## config.mk

```make
export PLATFORM = sky130hd
export DESIGN_NAME = div_issue_ctrl
export DESIGN_NICKNAME = d
export VERILOG_FILES = /design/src/rtl/div_issue_ctrl_pkg.sv /design/src/rtl/div_result_cache.sv /design/src/rtl/div_issue_ctrl.sv
export SDC_FILE = /design/constraint.sdc
export NUM_CORES = 1
export LEC_CHECK = 0
export ABC_CLOCK_PERIOD_IN_PS = 2350
export BUFFER_PORTS_ARGS = -buffer_cell sky130_fd_sc_hd__clkbuf_2
export CAP_MARGIN = 30
export CORE_ASPECT_RATIO = 0.75
export CORE_MARGIN = 4
export CORE_UTILIZATION = 45
export CTS_BUF_LIST = sky130_fd_sc_hd__clkbuf_4 sky130_fd_sc_hd__clkbuf_8 sky130_fd_sc_hd__clkbuf_16
export CTS_CLUSTER_SIZE = 8
export DETAILED_ROUTE_END_ITERATION = 10
export PLACE_DENSITY = 0.74
export SYNTH_ARGS = -nofsm -noshare
export SYNTH_HDL_FRONTEND = slang
export SYNTH_SLANG_ARGS = --single-unit
export TNS_END_PERCENT = 1
```

## constraint.sdc

```tcl
create_clock -name clk -period 2.35 [get_ports clk]
set_input_delay 0.1175 -clock clk [delete_from_list [all_inputs] [get_ports clk]]
set_output_delay 0.1175 -clock clk [all_outputs]
set_load 0.02 [all_outputs]
```

## src/rtl/div_issue_ctrl_pkg.sv

```systemverilog
// Shared EXE-stage types for the divider issue sequencer: divider command
// encoding, sequencer FSM states and the latched request record.
package div_issue_ctrl_pkg;

    localparam int unsigned DATA_W    = 32;
    localparam int unsigned REQ_TAG_W = 5;

    typedef enum logic [1:0] {
        CMD_REMU = 2'b00,
        CMD_DIV  = 2'b01,
        CMD_DIVU = 2'b10,
        CMD_REM  = 2'b11
    } div_cmd_e;

    typedef enum logic [2:0] {
        ST_IDLE  = 3'd0,
        ST_ISSUE = 3'd1,
        ST_WAIT  = 3'd2,
        ST_HOLD  = 3'd3,
        ST_DRAIN = 3'd4
    } div_issue_state_e;

    // Op as captured at acceptance; drives the divider for the whole op.
    typedef struct packed {
        logic [DATA_W-1:0]    op1;
        logic [DATA_W-1:0]    op2;
        div_cmd_e             cmd;
        logic [REQ_TAG_W-1:0] tag;
    } div_req_t;

    // Everything that determines a divider result; the tag is not part of it.
    typedef struct packed {
        logic [DATA_W-1:0] op1;
        logic [DATA_W-1:0] op2;
        div_cmd_e          cmd;
    } div_key_t;

    function automatic div_key_t make_key(input logic [DATA_W-1:0] op1,
                                          input logic [DATA_W-1:0] op2,
                                          input div_cmd_e          cmd);
        div_key_t k;
        k.op1 = op1;
        k.op2 = op2;
        k.cmd = cmd;
        return k;
    endfunction

endpackage

```

## src/rtl/div_result_cache.sv

```systemverilog
// One-entry cache of the last completed divide: key, result and valid bit.
// With CACHE_EN = 0 the lookup never hits, so every op goes to the divider.
module div_result_cache
    import div_issue_ctrl_pkg::*;
#(
    parameter bit CACHE_EN = 1'b1
) (
    input  logic              clk,
    input  logic              reset_n,
    input  div_key_t          lookup_key,
    output logic              hit,
    output logic [DATA_W-1:0] hit_data,
    input  logic              upd_en,
    input  div_key_t          upd_key,
    input  logic [DATA_W-1:0] upd_data
);

    logic              valid_q;
    div_key_t          key_q;
    logic [DATA_W-1:0] data_q;

    // Store the most recent completed op; reset invalidates the entry.
    always_ff @(posedge clk or negedge reset_n) begin
        if (!reset_n) begin
            valid_q <= 1'b0;
            key_q   <= '0;
            data_q  <= '0;
        end else if (upd_en && CACHE_EN) begin
            valid_q <= 1'b1;
            key_q   <= upd_key;
            data_q  <= upd_data;
        end
    end

    // Exact-match lookup against the incoming op.
    always_comb begin
        hit      = CACHE_EN && valid_q && (key_q == lookup_key);
        hit_data = data_q;
    end

endmodule

```

## src/rtl/div_issue_ctrl.sv

```systemverilog
// EXE-stage sequencer in front of the iterative divider.
// Handshakes: a transfer happens on a cycle where valid and ready are both
// high; the producer holds valid and payload until then. req_ready is high
// only in IDLE (flush in that cycle kills the offered op). res_valid is high
// only in HOLD and res_data/res_tag do not change while it is waiting.
module div_issue_ctrl
    import div_issue_ctrl_pkg::*;
#(
    parameter int unsigned TAG_W    = REQ_TAG_W,
    parameter bit          CACHE_EN = 1'b1
) (
    input  logic              clk,
    input  logic              reset_n,
    input  logic              req_valid_i,
    output logic              req_ready_o,
    input  logic [31:0]       req_op1_i,
    input  logic [31:0]       req_op2_i,
    input  logic [1:0]        req_cmd_i,
    input  logic [TAG_W-1:0]  req_tag_i,
    input  logic              flush_i,
    output logic              div_start_o,
    output logic [31:0]       div_op1_o,
    output logic [31:0]       div_op2_o,
    output logic [1:0]        div_cmd_o,
    input  logic              div_done_i,
    input  logic [31:0]       div_res_i,
    output logic              res_valid_o,
    input  logic              res_ready_i,
    output logic [31:0]       res_data_o,
    output logic [TAG_W-1:0]  res_tag_o,
    output logic              busy_o,
    output div_issue_state_e  dbg_state
);

    div_issue_state_e  state, state_nxt;
    div_req_t          req_q;
    logic [31:0]       res_data_q;
    logic              accept;
    logic              cache_hit;
    logic [31:0]       cache_data;
    logic              cache_upd;
    div_key_t          lookup_key;
    div_key_t          upd_key;

    assign accept     = (state == ST_IDLE) && req_valid_i && !flush_i;
    // A done that coincides with a flush is discarded and never cached.
    assign cache_upd  = (state == ST_WAIT) && div_done_i && !flush_i;
    assign lookup_key = make_key(req_op1_i, req_op2_i, div_cmd_e'(req_cmd_i));
    assign upd_key    = make_key(req_q.op1, req_q.op2, req_q.cmd);

    div_result_cache #(
        .CACHE_EN (CACHE_EN)
    ) u_cache (
        .clk        (clk),
        .reset_n    (reset_n),
        .lookup_key (lookup_key),
        .hit        (cache_hit),
        .hit_data   (cache_data),
        .upd_en     (cache_upd),
        .upd_key    (upd_key),
        .upd_data   (div_res_i)
    );

    // State register.
    always_ff @(posedge clk or negedge reset_n) begin
        if (!reset_n) begin
            state <= ST_IDLE;
        end else begin
            state <= state_nxt;
        end
    end

    // Next-state logic; the divider cannot be aborted, so a flush while it
    // is running parks in DRAIN until its done pulse.
    always_comb begin
        state_nxt = state;
        unique case (state)
            ST_IDLE: begin
                if (accept) state_nxt = cache_hit ? ST_HOLD : ST_ISSUE;
            end
            ST_ISSUE: begin
                state_nxt = flush_i ? ST_DRAIN : ST_WAIT;
            end
            ST_WAIT: begin
                if (flush_i)         state_nxt = div_done_i ? ST_IDLE : ST_DRAIN;
                else if (div_done_i) state_nxt = ST_HOLD;
            end
            ST_HOLD: begin
                if (flush_i || res_ready_i) state_nxt = ST_IDLE;
            end
            ST_DRAIN: begin
                if (div_done_i) state_nxt = ST_IDLE;
            end
            default: state_nxt = ST_IDLE;
        endcase
    end

    // Moore outputs decoded from the current state.
    always_comb begin
        req_ready_o = (state == ST_IDLE);
        div_start_o = (state == ST_ISSUE);
        res_valid_o = (state == ST_HOLD);
        busy_o      = (state != ST_IDLE);
    end

    // Latch the accepted op and capture the result from cache or divider.
    always_ff @(posedge clk or negedge reset_n) begin
        if (!reset_n) begin
            req_q      <= '0;
            res_data_q <= '0;
        end else begin
            if (accept) begin
                req_q.op1 <= req_op1_i;
                req_q.op2 <= req_op2_i;
                req_q.cmd <= div_cmd_e'(req_cmd_i);
                req_q.tag <= REQ_TAG_W'(req_tag_i);
                if (cache_hit) res_data_q <= cache_data;
            end
            if (cache_upd) res_data_q <= div_res_i;
        end
    end

    assign div_op1_o  = req_q.op1;
    assign div_op2_o  = req_q.op2;
    assign div_cmd_o  = req_q.cmd;
    assign res_data_o = res_data_q;
    assign res_tag_o  = TAG_W'(req_q.tag);
    assign dbg_state  = state;

endmodule
```

==> run metrics <==
status finished with violations; violations in the final reports negative setup slack; cell type with the largest total area after synthesis dfrtp_1; reg2reg path depth 8; clock latency at the later pin of the worst-skew pair 0.53 ns; distinct cell type count after synthesis 38; post-synth net total 1021; final antenna diode count 0; share of total power consumed by net switching 35.2%; DR pass1 iterations 5; static leakage power 6.46 nW; maximum buffer depth of the clock tree 3; required time reported for the critical path endpoint 2.75 ns; DRC errors left 0; FP Rows 45; depth of the worst hold-timing path 4; placed instance area 0.0109 sq mm; power density of the placed cells 1070 mW/mm^2; chip height 133 um; share of power burned in combinational logic 31.4%; type of the tightest min-delay check in -> reg; number of failing setup endpoints in the final timing report 1; ports placed on the boundary 219; Synth-to-Final Area Change 35.9%; fin. max-slew vios 0; NetSw 4.82 mW; nature of the critical path startpoint flop; Final #Nets 1351; routed via count divided by cell count 5.12; die area 0.0234 sq mm; end-of-flow core utilization 62.7%; detailed-route via count 7800; drt first-iter violations 498; share of the synthesized area in the top cell type 54.4%; worst slew slack as a fraction of its limit 58.9%; Worst Path Max Fanout 9; Initial Util 46.1%; Max Clock Freq 0.423 GHz; portion of the post-synthesis area used by sequential elements 54.4%; number of buffers added by the clock tree synthesis step 29; post-synthesis instance area 0.00943 sq mm; area inside the core boundary 0.0204 sq mm; Final Skew 0.0224 ns; summed area of non-filler cells in the final layout 0.0128 sq mm; Internal Dissipation 8.87 mW; Setup Total Neg Slack -0.0150 ns; slew at the pin closest to its max-slew limit 0.616 ns; first-pass GRT wire length 42800 um; overflow left after global routing 0; unrepaired setup endpoints after global routing true; total number of clock tree sinks 205; pin count of the biggest net entering global routing 90; x dimension of the die 175 um; GPL Wtd Cong 0.816; detailed-route wire length per cell 17.6 um; Hold WS 0.0402 ns; hpwl dp 16600 um; endpoint kind of the worst setup timing path flop; number of instances in the synthesized netlist 912; number of hold violations in the final report 0; largest incremental delay on the critical path 0.51 ns; fraction of layout instances using a drive strength above 1 28.4%; sequential cell fraction of total power 42.5%; count of synthesis-stage warnings from yosys 0; register bit count reported by yosys 205; antenna violations before repair 0; post-route worst setup slack -0.0150 ns; root cell of the clock tree clkbuf_16; arrival time of the worst setup path 2.76 ns; post-synthesis area per instance 10.3 sq um; peak supply drop 752 uV; CTS tree done; Global Route Usage Sum 22.5%; overall routed net length 26900 um; Antenna Violating Nets Remaining 0; synth top area cells dfrtp_1 54%, nand2_1 10%, mux2_2 8.1%; cell-by-cell listing of the critical path xnor2_2 -> nand4_1 -> or4_4 -> nor4_4 -> buf_6 -> clkbuf_16 -> mux2i_1 -> nand3_1; minimum clock period 2.37 ns; Critical Setup Path Class reg -> reg; H-tree depth reported by CTS 1; Port-buffer cells 218; share of the cycle needed by the critical path after routing 101%; via count of the first global-routing pass 8061; Clock power frac 26.0%; Max stage delay cell, worst path or4_4; max-capacitance violation count 0; clock-pin transition on the worst setup and hold timing paths 0.05 ns
-- cells in the mapped netlist --
cell / instances
or4_1: 2
inv_1: 43
dfrtp_1: 205
nand4_1: 5
o21ai_0: 9
nor2_1: 2
and2_1: 32
nand3b_1: 1
o21ai_1: 1
a21oi_1: 1
nor4_1: 41
o22ai_1: 2
nand2_1: 256
mux2i_1: 65
nor2b_1: 18
o2111a_1: 1
o2111ai_1: 1
a221oi_1: 1
mux2_2: 68
or3_1: 2
nand3_2: 1
nand4b_1: 1
nor2_4: 2
a2111oi_0: 6
clkbuf_1: 40
xor2_1: 42
o221ai_1: 1
nor4_4: 1
buf_4: 4
and3b_1: 1
a22o_1: 1
nand3_1: 35
xnor2_1: 4
nor3b_1: 1
buf_6: 4
nand2b_1: 7
nor3_1: 1
buf_2: 4
-- power groups by stage --
| stage | registers, mW | clock network (mW) | logic (mW) |
|---|---|---|---|
| after detailed placement | 5.84 | 0 | 4.11 |
| final | 5.82 | 3.56 | 4.30 |
| after global placement | 5.76 | 0 | 4.00 |
| after floorplan | 6.42 | 0 | 1.91 |
| after CTS | 5.80 | 3.67 | 4.28 |
| after global routing | 5.99 | 3.81 | 4.69 |
-- critical path, delay by kind of cell (launching register included) --
| kind | cells | cell delay [ns] |
|---|---|---|
| flip-flops | 1 | 0.41 |
| buffers and inverters | 2 | 0.36 |
| AND/OR/NAND/NOR | 4 | 1.04 |
| multiplexers | 1 | 0.23 |
| XOR/XNOR | 1 | 0.19 |
-- cell type report --
cell class / instances / area (sq um)
Multi-Input combinational cell: 612 / 3930
Tap cell: 282 / 353
Sequential cell: 205 / 5130
Timing Repair Buffer: 351 / 2500
Clock inverter: 2 / 13.8
Clock buffer: 29 / 726
Fill cell: 1645 / 7620
Inverter: 43 / 161
-- per-layer routing --
layer	up-vias	global-route usage [%]	share of wire [%]
li1	3679	-	-
met1	3791	31.8	45
met2	281	36.1	47
met3	49	3.83	6.1
met4	0	6.54	2.4
met5	-	0	0
-- worst paths after layout --
check / startpoint / endpoint / slack [ns]
min reg2reg: div_cmd_o[1]$_DFFE_PN0P_ / u_cache.key_q[1]$_DFFE_PN0P_ / 0.47
min: req_valid_i / dbg_state[0]$_DFFE_PN0P_ / 0.04
min in group asynchronous: reset_n / u_cache.key_q[52]$_DFFE_PN0P_ / 0.18
max in group asynchronous: reset_n / u_cache.key_q[5]$_DFFE_PN0P_ / 1.42
max: u_cache.key_q[26]$_DFFE_PN0P_ / res_data_o[28]$_DFFE_PN0P_ / -0.02
max reg2reg: u_cache.key_q[26]$_DFFE_PN0P_ / res_data_o[28]$_DFFE_PN0P_ / -0.02
-- layout by cell type, fill, tap and decap left out, types with 30 or more instances in the layout --
master / netlist / final
mux2i_1: 65 / 62
nand2_1: 256 / 256
nor4_1: 41 / 41
inv_1: 43 / 43
and2_1: 32 / 32
xor2_1: 42 / 42
clkbuf_16: 0 / 30
clkbuf_2: 0 / 217
nand3_1: 35 / 35
mux2_2: 68 / 68
dlygate4sd3_1: 0 / 107
dfrtp_1: 205 / 205
-- repair_timing --
item	4_1_cts	5_1_grt
hold buffers	107	0
endpoints found under the setup margin	0	32
resized for setup	0	11
endpoints found under the hold margin	207	0
buffers inserted	0	1
-- stage by stage --
step | power [mW] | setup slack, ns | instances
2_1_floorplan | 8.33 | 0.0810 | 912
3_3_place_gp | 9.76 | 0.0364 | 1382
3_5_place_dp | 9.95 | 0.0339 | 1382
4_1_cts | 13.7 | 0.00130 | 1520
5_1_grt | 14.5 | -0.0822 | 1524
6_report | 13.7 | -0.0150 | 1524
-- sequential cells by signal, indices dropped and copies added (netlist names) --
name	flops
u_cache.key_q	66
div_op1_o	32
div_op2_o	32
res_data_o	32
u_cache.hit_data	32
res_tag_o	5
dbg_state	3
div_cmd_o	2
u_cache.valid_q	1
-- cells by family after synthesis --
logic type | after synthesis | synth area share (%)
AND/OR/NAND/NOR | 409 | 20.2
buffers and inverters | 95 | 4.31
AO/OA/AOI/OAI | 24 | 1.76
flip-flops | 205 | 54.4
multiplexers | 133 | 15.0
XOR/XNOR | 46 | 4.27
No activity file was read; power rests on OpenSTA's default activity.
